**src/rtl/mem_wb_stage.sv**
```systemverilog
// MEM/WB pipeline stage: issues data-memory accesses for the EX instruction, aligns loads,
// replicates store data, and produces the writeback and forwarding view of the instruction.
module mem_wb_stage #(
    parameter int unsigned TIMEOUT_CYCLES = 255
) (
    input  logic        clk,
    input  logic        rst,

    input  logic        ex_valid,
    input  logic [4:0]  ex_rd,
    input  logic        ex_rf_en,
    input  logic [31:0] ex_alu_result,
    input  logic [31:0] ex_store_data,
    input  logic        ex_is_load,
    input  logic        ex_is_store,
    input  logic [2:0]  ex_funct3,

    output logic        dmem_req,
    output logic        dmem_we,
    output logic [31:0] dmem_addr,
    output logic [31:0] dmem_wdata,
    output logic [3:0]  dmem_wstrb,
    input  logic        dmem_ack,
    input  logic [31:0] dmem_rdata,

    output logic [4:0]  rd_mem,
    output logic        rf_en_mem,
    output logic [31:0] wb_data,

    output logic        stall,
    output logic        misalign_err,
    output logic        bus_err
);

    localparam int unsigned XLEN = 32;
    localparam int unsigned REGW = 5;
    localparam int unsigned CNTW = 8;
    localparam logic [CNTW-1:0] TIMEOUT_LAST = CNTW'(TIMEOUT_CYCLES - 1);

    // Stage occupancy, decoded each cycle from the stage register
    typedef enum logic [1:0] {
        ST_EMPTY    = 2'd0,
        ST_ALU      = 2'd1,
        ST_MEM_WAIT = 2'd2,
        ST_MISALIGN = 2'd3
    } stage_state_t;

    logic            valid_q;
    logic [REGW-1:0] rd_q;
    logic            rf_en_q;
    logic [XLEN-1:0] alu_q;
    logic [XLEN-1:0] sdata_q;
    logic            load_q;
    logic            store_q;
    logic [2:0]      f3_q;
    logic [CNTW-1:0] wait_cnt;

    stage_state_t    state;
    logic            is_byte;
    logic            is_half;
    logic            is_unsigned;
    logic            misaligned;
    logic            timeout_hit;
    logic [3:0]      store_mask;
    logic [7:0]      byte_lane;
    logic [15:0]     half_lane;
    logic [XLEN-1:0] load_data;

    // Stage register: captures EX whenever the stage is not frozen
    always_ff @(posedge clk) begin
        if (rst) begin
            valid_q <= 1'b0;
            rd_q    <= '0;
            rf_en_q <= 1'b0;
            alu_q   <= '0;
            sdata_q <= '0;
            load_q  <= 1'b0;
            store_q <= 1'b0;
            f3_q    <= '0;
        end else if (!stall) begin
            valid_q <= ex_valid;
            rd_q    <= ex_rd;
            rf_en_q <= ex_rf_en;
            alu_q   <= ex_alu_result;
            sdata_q <= ex_store_data;
            load_q  <= ex_is_load;
            store_q <= ex_is_store;
            f3_q    <= ex_funct3;
        end
    end

    // Wait counter: counts un-acked request cycles, restarts whenever the stage moves on
    always_ff @(posedge clk) begin
        if (rst) begin
            wait_cnt <= '0;
        end else if (stall) begin
            wait_cnt <= wait_cnt + CNTW'(1);
        end else begin
            wait_cnt <= '0;
        end
    end

    assign is_byte     = (f3_q[1:0] == 2'b00);
    assign is_half     = (f3_q[1:0] == 2'b01);
    assign is_unsigned = f3_q[2];
    assign misaligned  = is_half ? alu_q[0] : (!is_byte && (alu_q[1:0] != 2'b00));

    always_comb begin
        state = ST_EMPTY;
        if (valid_q) begin
            if (!(load_q || store_q)) begin
                state = ST_ALU;
            end else if (misaligned) begin
                state = ST_MISALIGN;
            end else begin
                state = ST_MEM_WAIT;
            end
        end
    end

    always_comb begin
        store_mask = 4'b1111;
        if (is_byte) begin
            store_mask = 4'b0001 << alu_q[1:0];
        end else if (is_half) begin
            store_mask = 4'b0011 << alu_q[1:0];
        end
    end

    always_comb begin
        dmem_wdata = sdata_q;
        case (f3_q[1:0])
            2'b00:   dmem_wdata = {4{sdata_q[7:0]}};
            2'b01:   dmem_wdata = {2{sdata_q[15:0]}};
            default: dmem_wdata = sdata_q;
        endcase
    end

    // Request, stall and error outputs; an ack in the timeout cycle counts as completion
    always_comb begin
        dmem_req     = 1'b0;
        dmem_we      = 1'b0;
        dmem_wstrb   = 4'b0000;
        misalign_err = 1'b0;
        timeout_hit  = 1'b0;
        stall        = 1'b0;
        bus_err      = 1'b0;
        case (state)
            ST_MEM_WAIT: begin
                dmem_req    = 1'b1;
                dmem_we     = store_q;
                dmem_wstrb  = store_q ? store_mask : 4'b0000;
                timeout_hit = !dmem_ack && (wait_cnt == TIMEOUT_LAST);
                stall       = !dmem_ack && !timeout_hit;
                bus_err     = timeout_hit;
            end
            ST_MISALIGN: begin
                misalign_err = 1'b1;
            end
            default: begin
            end
        endcase
    end

    assign dmem_addr = alu_q;
    assign byte_lane = dmem_rdata[{alu_q[1:0], 3'b000} +: 8];
    assign half_lane = alu_q[1] ? dmem_rdata[31:16] : dmem_rdata[15:0];

    always_comb begin
        load_data = dmem_rdata;
        if (is_byte) begin
            load_data = {{24{!is_unsigned && byte_lane[7]}}, byte_lane};
        end else if (is_half) begin
            load_data = {{16{!is_unsigned && half_lane[15]}}, half_lane};
        end
    end

    always_comb begin
        wb_data = '0;
        if (valid_q) begin
            wb_data = load_q ? load_data : alu_q;
        end
    end

    assign rd_mem    = rd_q;
    assign rf_en_mem = valid_q && rf_en_q && (rd_q != '0) && (state != ST_MISALIGN)
                       && (!load_q || dmem_ack) && !timeout_hit;

endmodule

```
**config.mk**
```make
export PLATFORM = sky130hd
export DESIGN_NAME = mem_wb_stage
export DESIGN_NICKNAME = d
export VERILOG_FILES = /design/src/rtl/mem_wb_stage.sv
export SDC_FILE = /design/constraint.sdc
export NUM_CORES = 1
export LEC_CHECK = 0
export CAP_MARGIN = 10
export CORE_MARGIN = 2
export CORE_UTILIZATION = 43
export DETAILED_ROUTE_END_ITERATION = 8
export GPL_TIMING_DRIVEN = 0
export PLACE_DENSITY_LB_ADDON = 0.05
export SYNTH_ARGS = -nofsm -noshare
export SYNTH_HDL_FRONTEND = slang
export SYNTH_SLANG_ARGS = --single-unit
export TNS_END_PERCENT = 30
```
**constraint.sdc**
```tcl
create_clock -name clk -period 3.75 [get_ports clk]
set_input_delay 1.125 -clock clk [delete_from_list [all_inputs] [get_ports clk]]
set_output_delay 1.125 -clock clk [all_outputs]
set_load 0.01 [all_outputs]
```
# Word level (Yosys, flattened, before mapping)
# Cells that the tools add are included.
# W data, S select, Z words.
# totals
reg_bits,84
in_bits,111
wordCells,60
out_inout_bits,111
# op_classes
n_reduce_logical,22
shift,3
mux,19
n_eq_ne,5
addsub,1
bitwise,1
# op_table
cell,count
$mux W32,4
$pmux W32 S2,1
$shiftx A32 B6 Y8,1
$mux W16,1
$mux W4,4
$logic_and A1 B1 Y1,10
$add A8 B1 Y8 const B,1
$eq A8 B8 Y1 const B,1
$mux W1,7
$logic_not A1 Y1,6
$reduce_bool A5 Y1,1
$eq A2 B2 Y1 const B,2
$mux W2,2
$shl A1 B2 Y4 const A,1
$shl A2 B2 Y4 const A,1
$eq A2 B1 Y1 const B,1
$logic_not A2 Y1,1
$logic_or A1 B1 Y1,2
$ne A2 B2 Y1 const B,1
$reduce_bool A2 Y1,1
$reduce_or A2 Y1,1
$not A1 Y1,1

# Longest topological paths before layout
# Gate-level depths: netlist (run 1).
# logic_depth
word_depth,11
depth_mapped,12

# Least setup slack after synthesis (run 1)
# OpenSTA, ideal clock, no wires.
# synth_timing
path_kind,in2out
startpoint,input port dmem_rdata[23]
endpoint,output port wb_data[21]
t_arrival_ns,2.156
stages,5
required_ns,2.625
path_slack_ns,0.469
cell_sequence,mux2_2 > mux2i_1 > nor4_4 > buf_2 > a221o_1
# synth_between
elab_chain_len,5
# synth_lines
element,line_no,source
"start, declared",24,"input logic [31:0] dmem_rdata,"
$shiftx A32 B6 Y8,166,"assign byte_lane = dmem_rdata[{alu_q[1:0], 3'b000} +: 8];"
$logic_and A1 B1 Y1,172,"load_data = {{24{!is_unsigned && byte_lane[7]}}, byte_lane};"
$mux W32,171,if (is_byte) begin
$mux W32,181,wb_data = load_q ? load_data : alu_q;
$mux W32,180,if (valid_q) begin
"end, declared",28,"output logic [31:0] wb_data,"
# Every way passes these cells.

# Final worst setup path (run 1)
# layout_timing
startpoint,register f3_q[1]
endpoint,output port dmem_wdata[13]
# layout_between
elab_chain_len,2
# layout_lines
element,line_no,source
"start, declared",55,logic [2:0] f3_q;
"start signal, assigned",88,f3_q <= ex_funct3;
$eq A2 B1 Y1 or $logic_not A2 Y1 (tied branches),132,case (f3_q[1:0])
$pmux W32 S2 *,132,
"end, declared",21,"output logic [31:0] dmem_wdata,"
# Mark *: on every way between the ends. The rest lies on a longest branch, timed or not.

==> results of run 1 <==
[final timing paths]
check / slack [ns] / start / to / cells past startpoint
worst max register to register: 1.19 / dmem_addr[0]$_SDFFE_PP0N_ / dmem_addr[27]$_SDFFE_PP0N_ / 12
worst min register to register: 0.48 / sdata_q[20]$_SDFFE_PP0N_ / sdata_q[20]$_SDFFE_PP0N_ / 2
worst max-delay path: 0.03 / f3_q[1]$_SDFFE_PP0N_ / dmem_wdata[13] / 5
worst min-delay path: 0.48 / sdata_q[20]$_SDFFE_PP0N_ / sdata_q[20]$_SDFFE_PP0N_ / 2
[worst max-delay path, stage by stage, from the launching register on]
cell	delay (ns)
dfxtp_1	0.37
buf_2	0.21
nor2_1	0.30
clkbuf_1	0.48
mux2_2	0.41
clkdlybuf4s50_1	0.49
[flip-flops by register name (all words and copies together), names as in the netlist]
| name | count |
|---|---|
| rf_en_q | 1 |
| load_q | 1 |
| store_q | 1 |
| sdata_q | 32 |
| rd_mem | 5 |
| wait_cnt | 8 |
| dmem_addr | 32 |
| f3_q | 3 |
| valid_q | 1 |
[cell families after synthesis]
group / after synthesis / synth area share, %
AOI/OAI and AO/OA: 77 / 10.4
xor gates and xnor gates: 6 / 0.981
adders and majority gates: 6 / 1.40
buffers and inverters: 66 / 7.31
DFF: 84 / 31.4
muxes: 119 / 23.1
and+or+nand+nor: 233 / 25.4
[placed cells by master (no fill, tap or decap), types with 6 or more instances in the layout]
master	count
clkbuf_1	27
nand2_1	27
clkbuf_16	9
inv_1	9
clkdlybuf4s50_1	176
dlygate4sd2_1	15
buf_4	11
nor3_1	9
nor2_1	13
o21ai_0	14
and2_1	13
nand2b_1	152
a221o_1	16
dlymetal6s2s_1	7
a211oi_1	13
mux2_2	26
mux2i_1	89
buf_2	11
ha_1	6
dfxtp_1	82
a21oi_1	7
clkbuf_2	16
[report_power, final]
group	switching, µW	internal, µW
Combinational	274	364
Sequential	49.3	944
Clock	388	516
Total	712	1820
[cell usage after synthesis (2+ instances only)]
master / number / area, µm²
and3_1: 2 / 12.5
nand2_1: 28 / 105
xor2_1: 3 / 26.3
o21ai_0: 14 / 70.1
o211ai_1: 2 / 15.0
clkbuf_1: 29 / 109
buf_12: 5 / 100
dfxtp_1: 84 / 1680
a21boi_0: 2 / 15.0
o22ai_1: 5 / 31.3
a21oi_1: 7 / 35.0
nor3_1: 9 / 45.0
a221o_1: 16 / 160
ha_1: 6 / 75.1
buf_1: 3 / 11.3
buf_2: 7 / 35.0
nor2_1: 13 / 48.8
o21ai_1: 5 / 25.0
buf_4: 11 / 82.6
mux2_2: 28 / 315
o31ai_1: 5 / 37.5
nand4_1: 3 / 18.8
nand2b_1: 153 / 957
a211oi_1: 13 / 97.6
mux2i_1: 90 / 901
xnor2_1: 3 / 26.3
a31oi_1: 2 / 12.5
inv_1: 9 / 33.8
nand3_1: 4 / 20.0
and2_1: 13 / 81.3
[per-layer routing]
layer / vias up / wire, µm / part of all wire (%) / global-route usage [%]
met5: - / 0 / 0 / 0
met4: 0 / 425 / 2.2 / 9.13
met3: 25 / 1450 / 7.6 / 6.54
met2: 232 / 9210 / 48 / 49.1
met1: 2456 / 7920 / 42 / 33.4
li1: 2504 / - / - / -
[per-stage QoR]
| step | total power (µW) | TNS [ns] | hold WS [ns] |
|---|---|---|---|
| finish | 2540 | 0 | 0.475 |
| CTS | 2550 | -0.166 | 0.479 |
| global route | 2620 | -0.300 | 0.505 |
| floorplan | 1290 | 0 | 0.448 |
| global placement | 1640 | -17.60 | 0.459 |
| detailed placement | 1650 | -18.44 | 0.468 |
[what timing repair did]
action / 4_1_cts / 5_1_grt
gates cloned: 1 / 0
buffers inserted: 3 / 0
endpoints found under the setup margin: 49 / 35
pin swaps: 1 / 1
gates resized for setup: 82 / 38
[area by class of cell]
type / instances / share of cell area, %
buffer: 55 / 4.47
clock buffer: 10 / 2.83
clock inverter: 6 / 0.804
inverter: 10 / 0.619
multi-input combinational: 441 / 41.5
sequential: 84 / 20.8
tap: 168 / 2.60
timing repair buffer: 222 / 26.3
==> impl_metrics.tcl, run 1 <==
set metrics [dict create \
    regArea_mm2 0.00168 \
    ys_warn_count 0 \
    worstSetupStartpointType "flop" \
    drt_iter0_drc 336 \
    pre_cts_ws_ns -0.910 \
    tightest_slew_ns 0.722 \
    syn_nets 708 \
    hp-class "flop to flop" \
    avgViaCountPerCell 5.24 \
    maxCapViolCount 0 \
    post-route-util_pct 66.8 \
    hold_viol_final 0 \
    area_delta_synth_final_pct 51.0 \
    leakage_uw 0.00314 \
    clock_path_buffers 2 \
    syn_area_per_cell_um2 9.07 \
    drive_gt1_share_pct 12.9 \
    multi_input_area_mm2 0.00336 \
    cts_buffers 9 \
    die_x_um 116 \
    grt_max_degree 15 \
    design_area_mm2 0.00809 \
    clock_latency_ns 0.35 \
    clk_pin_slew_worst_paths_ns 0.06 \
    fillers 1034 \
    io_pins 222 \
    drc 0 \
    path_max_fanout 10 \
    wl_mm 19.0 \
    grt_usage_pct 27.8 \
    antennaDiodeCount 0 \
    place_congestion 0.913 \
    period_minus_slack_ns 3.72 \
    initial_core_util_pct 44.2 \
    period_share_pct 99.3 \
    critPathKind "flop to output pin" \
    fin_nets 940 \
    timing.final.ws_setup_ns 0.0280 \
    ys_types 47 \
    syn_area_mm2 0.00536 \
    synth_flop_cell "dfxtp_1" \
    coreArea_mm2 0.0121 \
    placed_cells 979 \
    cts_htree_levels 3 \
    fmax_mhz 269 \
    wl_per_cell_um 19.1 \
    port_buffers 220 \
    worstPathRequired_ns 2.62 \
    dp_hpwl_mm 14.6 \
    synth.ff_latch_count 84 \
    async_flop_share_pct 0 \
    synth-edff-count 0 \
    place_area_mm2 0.00777 \
    rows 40 \
    cp.arrival_ns 2.60 \
    ant_nets 0 \
    cts_tree "done" \
    synth_seq_area_share_pct 31.4 \
    peakVddDrop_mv 0.216 \
    relSlewSlack_pct 51.9 \
    powerDensity_mw_per_mm2 314 \
    first_pass_iters 4 \
    grt_setup_unrepaired "true" \
    grt_antenna_before_repair 0 \
    root_buffer "clkbuf_16" \
    status "finished clean" \
    num_vias 5217 \
    die_y_um 116 \
    overflow 0 \
    stdcell_count 996 \
    setup.worst_path.end_class "output pin" \
    hold_buffers 0 \
    grt_pass1_wl_mm 28.3 \
    dieArea_mm2 0.0134 \
    drv_slew 0 \
    finClkSkew_ns 0.00718 \
    clock_sinks 84 \
    setup_violations 0 \
    grt_pass1_vias 5263 \
    postSynthCellCount 591 \
]
No activity file was read; power rests on OpenSTA's default activity.
==> run 2: changes to the inputs <==
--- a/config.mk
+++ b/config.mk
@@ -8,6 +8,7 @@
 export CAP_MARGIN = 10
 export CORE_MARGIN = 2
 export CORE_UTILIZATION = 43
+export CTS_CLUSTER_DIAMETER = 50
 export DETAILED_ROUTE_END_ITERATION = 8
 export GPL_TIMING_DRIVEN = 0
 export PLACE_DENSITY_LB_ADDON = 0.05
==> constraint.sdc (replaced) <==
create_clock -name clk -period 4.7 [get_ports clk]
set_input_delay 1.41 -clock clk [delete_from_list [all_inputs] [get_ports clk]]
set_output_delay 1.41 -clock clk [all_outputs]
set_load 0.01 [all_outputs]
==> run 2 against run 1 <==
  * Design area about the same
  * Worst hold slack about the same
  * Clock skew shrank 0.0012 ns
  * Non-clock buffer count unchanged
  * Final cell count is the same
  * Global-route usage is 0.35 points lower
  * Utilization is essentially flat
  * Total power is 21% lower
  * Critical path depth stayed put
  * Routed wire length down 1.0%
  * Critical endpoint is now wb_data[4]
==> impl_metrics.tcl, run 2 (synthesis results as in run 1) <==
set metrics [dict create \
    status "finished clean" \
    grt_antenna_before_repair 0 \
    drt_iter0_drc 293 \
    cts_buffers 9 \
    drive_gt1_share_pct 9.18 \
    clock_path_buffers 2 \
    setup_tns_ns 0 \
    clk_pin_slew_worst_paths_ns 0.06 \
    fmax_mhz 215 \
    finClkSkew_ns 0.00595 \
    setup_violations 0 \
    antennaDiodeCount 0 \
    fin_nets 940 \
    worstPathRequired_ns 3.29 \
    cp-startpoint "dmem_rdata[28]" \
    leakage_uw 0.00311 \
    grt_pass1_wl_mm 27.9 \
    post-route-util_pct 66.7 \
    dp_hpwl_mm 14.6 \
    crit_end "wb_data[4]" \
    grt_pass1_vias 5230 \
    grt_usage_pct 27.5 \
    final_cell_mix "clkdlybuf4s50_1 (193), nand2b_1 (153), mux2i_1 (89)" \
    drv_slew 0 \
    die_x_um 116 \
    tightest_slew_ns 0.714 \
    design_area_mm2 0.00808 \
    ant_nets 0 \
    worstSetupStartpointType "primary input" \
    wl_mm 18.8 \
    path_max_fanout 3 \
    die_y_um 116 \
    drc 0 \
    io_pins 222 \
    period_minus_slack_ns 4.65 \
    cp.arrival_ns 3.24 \
    rr_worst_depth 12 \
    place_congestion 0.913 \
    final_common_cell "clkdlybuf4s50_1" \
    cts_tree "done" \
    dieArea_mm2 0.0134 \
    maxCapViolCount 0 \
    relSlewSlack_pct 52.4 \
    initial_core_util_pct 44.2 \
    num_vias 5217 \
    reg2reg_slack_ns 2.08 \
    grt_max_degree 15 \
    place_area_mm2 0.00777 \
    rows 40 \
    worstReg2RegStart "dmem_addr[0]$_SDFFE_PP0N_" \
    avgViaCountPerCell 5.24 \
    port_buffers 220 \
    placed_cells 979 \
    coreArea_mm2 0.0121 \
    powerDensity_mw_per_mm2 249 \
    hold_ws_ns 0.475 \
    cts_htree_levels 3 \
    root_buffer "clkbuf_16" \
    wl_per_cell_um 18.9 \
    hp-class "flop to flop" \
    area_delta_synth_final_pct 50.9 \
    critPathKind "primary input to output pin" \
    period_share_pct 98.9 \
    clock_latency_ns 0.35 \
    clock_sinks 84 \
    peakVddDrop_mv 0.170 \
    grt_setup_unrepaired "false" \
    reg2reg_to "dmem_addr[27]$_SDFFE_PP0N_" \
    overflow 0 \
    hold_viol_final 0 \
    setup.worst_path.end_class "output pin" \
    first_pass_iters 5 \
    stdcell_count 996 \
]
## run 2: cell types whose count changed in the layout (fill, tap and decap cells not counted), moves of 3 or more
cell             previous run  this run
clkdlybuf4s50_1           176       193
clkbuf_2                   16         0
buf_2                      11         6
dlygate4sd2_1              15        19
clkbuf_1                   27        30
## run 2: what timing repair did
item / CTS / global route
endpoints found under the setup margin: 23 / 11
gates resized for setup: 23 / 9
buffers inserted: 1 / 0
pin swaps: 1 / 0
hold buffers: 0 / 0
## run 2: how the worst min path moves through the flow
| stage | start | to | slack, ns | cells past startpoint |
|---|---|---|---|---|
| after floorplan | sdata_q[21]$_SDFFE_PP0N_ | sdata_q[21]$_SDFFE_PP0N_ | 0.45 | 2 |
| after global placement | sdata_q[16]$_SDFFE_PP0N_ | sdata_q[16]$_SDFFE_PP0N_ | 0.46 | 2 |
| after detailed placement | sdata_q[20]$_SDFFE_PP0N_ | sdata_q[20]$_SDFFE_PP0N_ | 0.47 | 2 |
| after CTS | sdata_q[20]$_SDFFE_PP0N_ | sdata_q[20]$_SDFFE_PP0N_ | 0.48 | 2 |
| after global routing | sdata_q[22]$_SDFFE_PP0N_ | sdata_q[22]$_SDFFE_PP0N_ | 0.51 | 2 |
| final | sdata_q[20]$_SDFFE_PP0N_ | sdata_q[20]$_SDFFE_PP0N_ | 0.48 | 2 |
## run 2: metrics by stage
stage	power (µW)	setup slack, ns
3_3_place_gp	1310	-0.480
5_1_grt	2090	0.0123
4_1_cts	2030	0.00766
2_1_floorplan	1030	0.849
6_report	2010	0.0505
3_5_place_dp	1310	-0.530
## run 2: layer usage
layer	global-route usage, %	vias to the layer above	share of wire [%]
met4	9.21	0	2.3
met1	32.7	2461	42
met3	6.54	29	7.2
li1	-	2499	-
met2	48.7	228	48
met5	0	-	0
## run 2: layout make-up
cell class | count | area (µm²)
Clock buffer | 10 | 229
Clock inverter | 6 | 65.1
Inverter | 10 | 42.5
Tap cell | 168 | 210
Sequential cell | 84 | 1680
Fill cell | 1033 | 4030
Timing Repair Buffer | 221 | 2210
Buffer | 56 | 355
Multi-Input combinational cell | 441 | 3290
## run 2: power by group
group	internal (µW)	total (µW)	switching (µW)
sequential	753	792	38.2
combinational	291	506	215
clock	412	717	306
total	1460	2010	558
## run 2: worst max-delay path, stage by stage
cell	delay (ns)
clkdlybuf4s50_1	0.59
mux2_2	0.20
o22ai_1	0.08
o31ai_1	0.35
clkdlybuf4s50_1	0.61
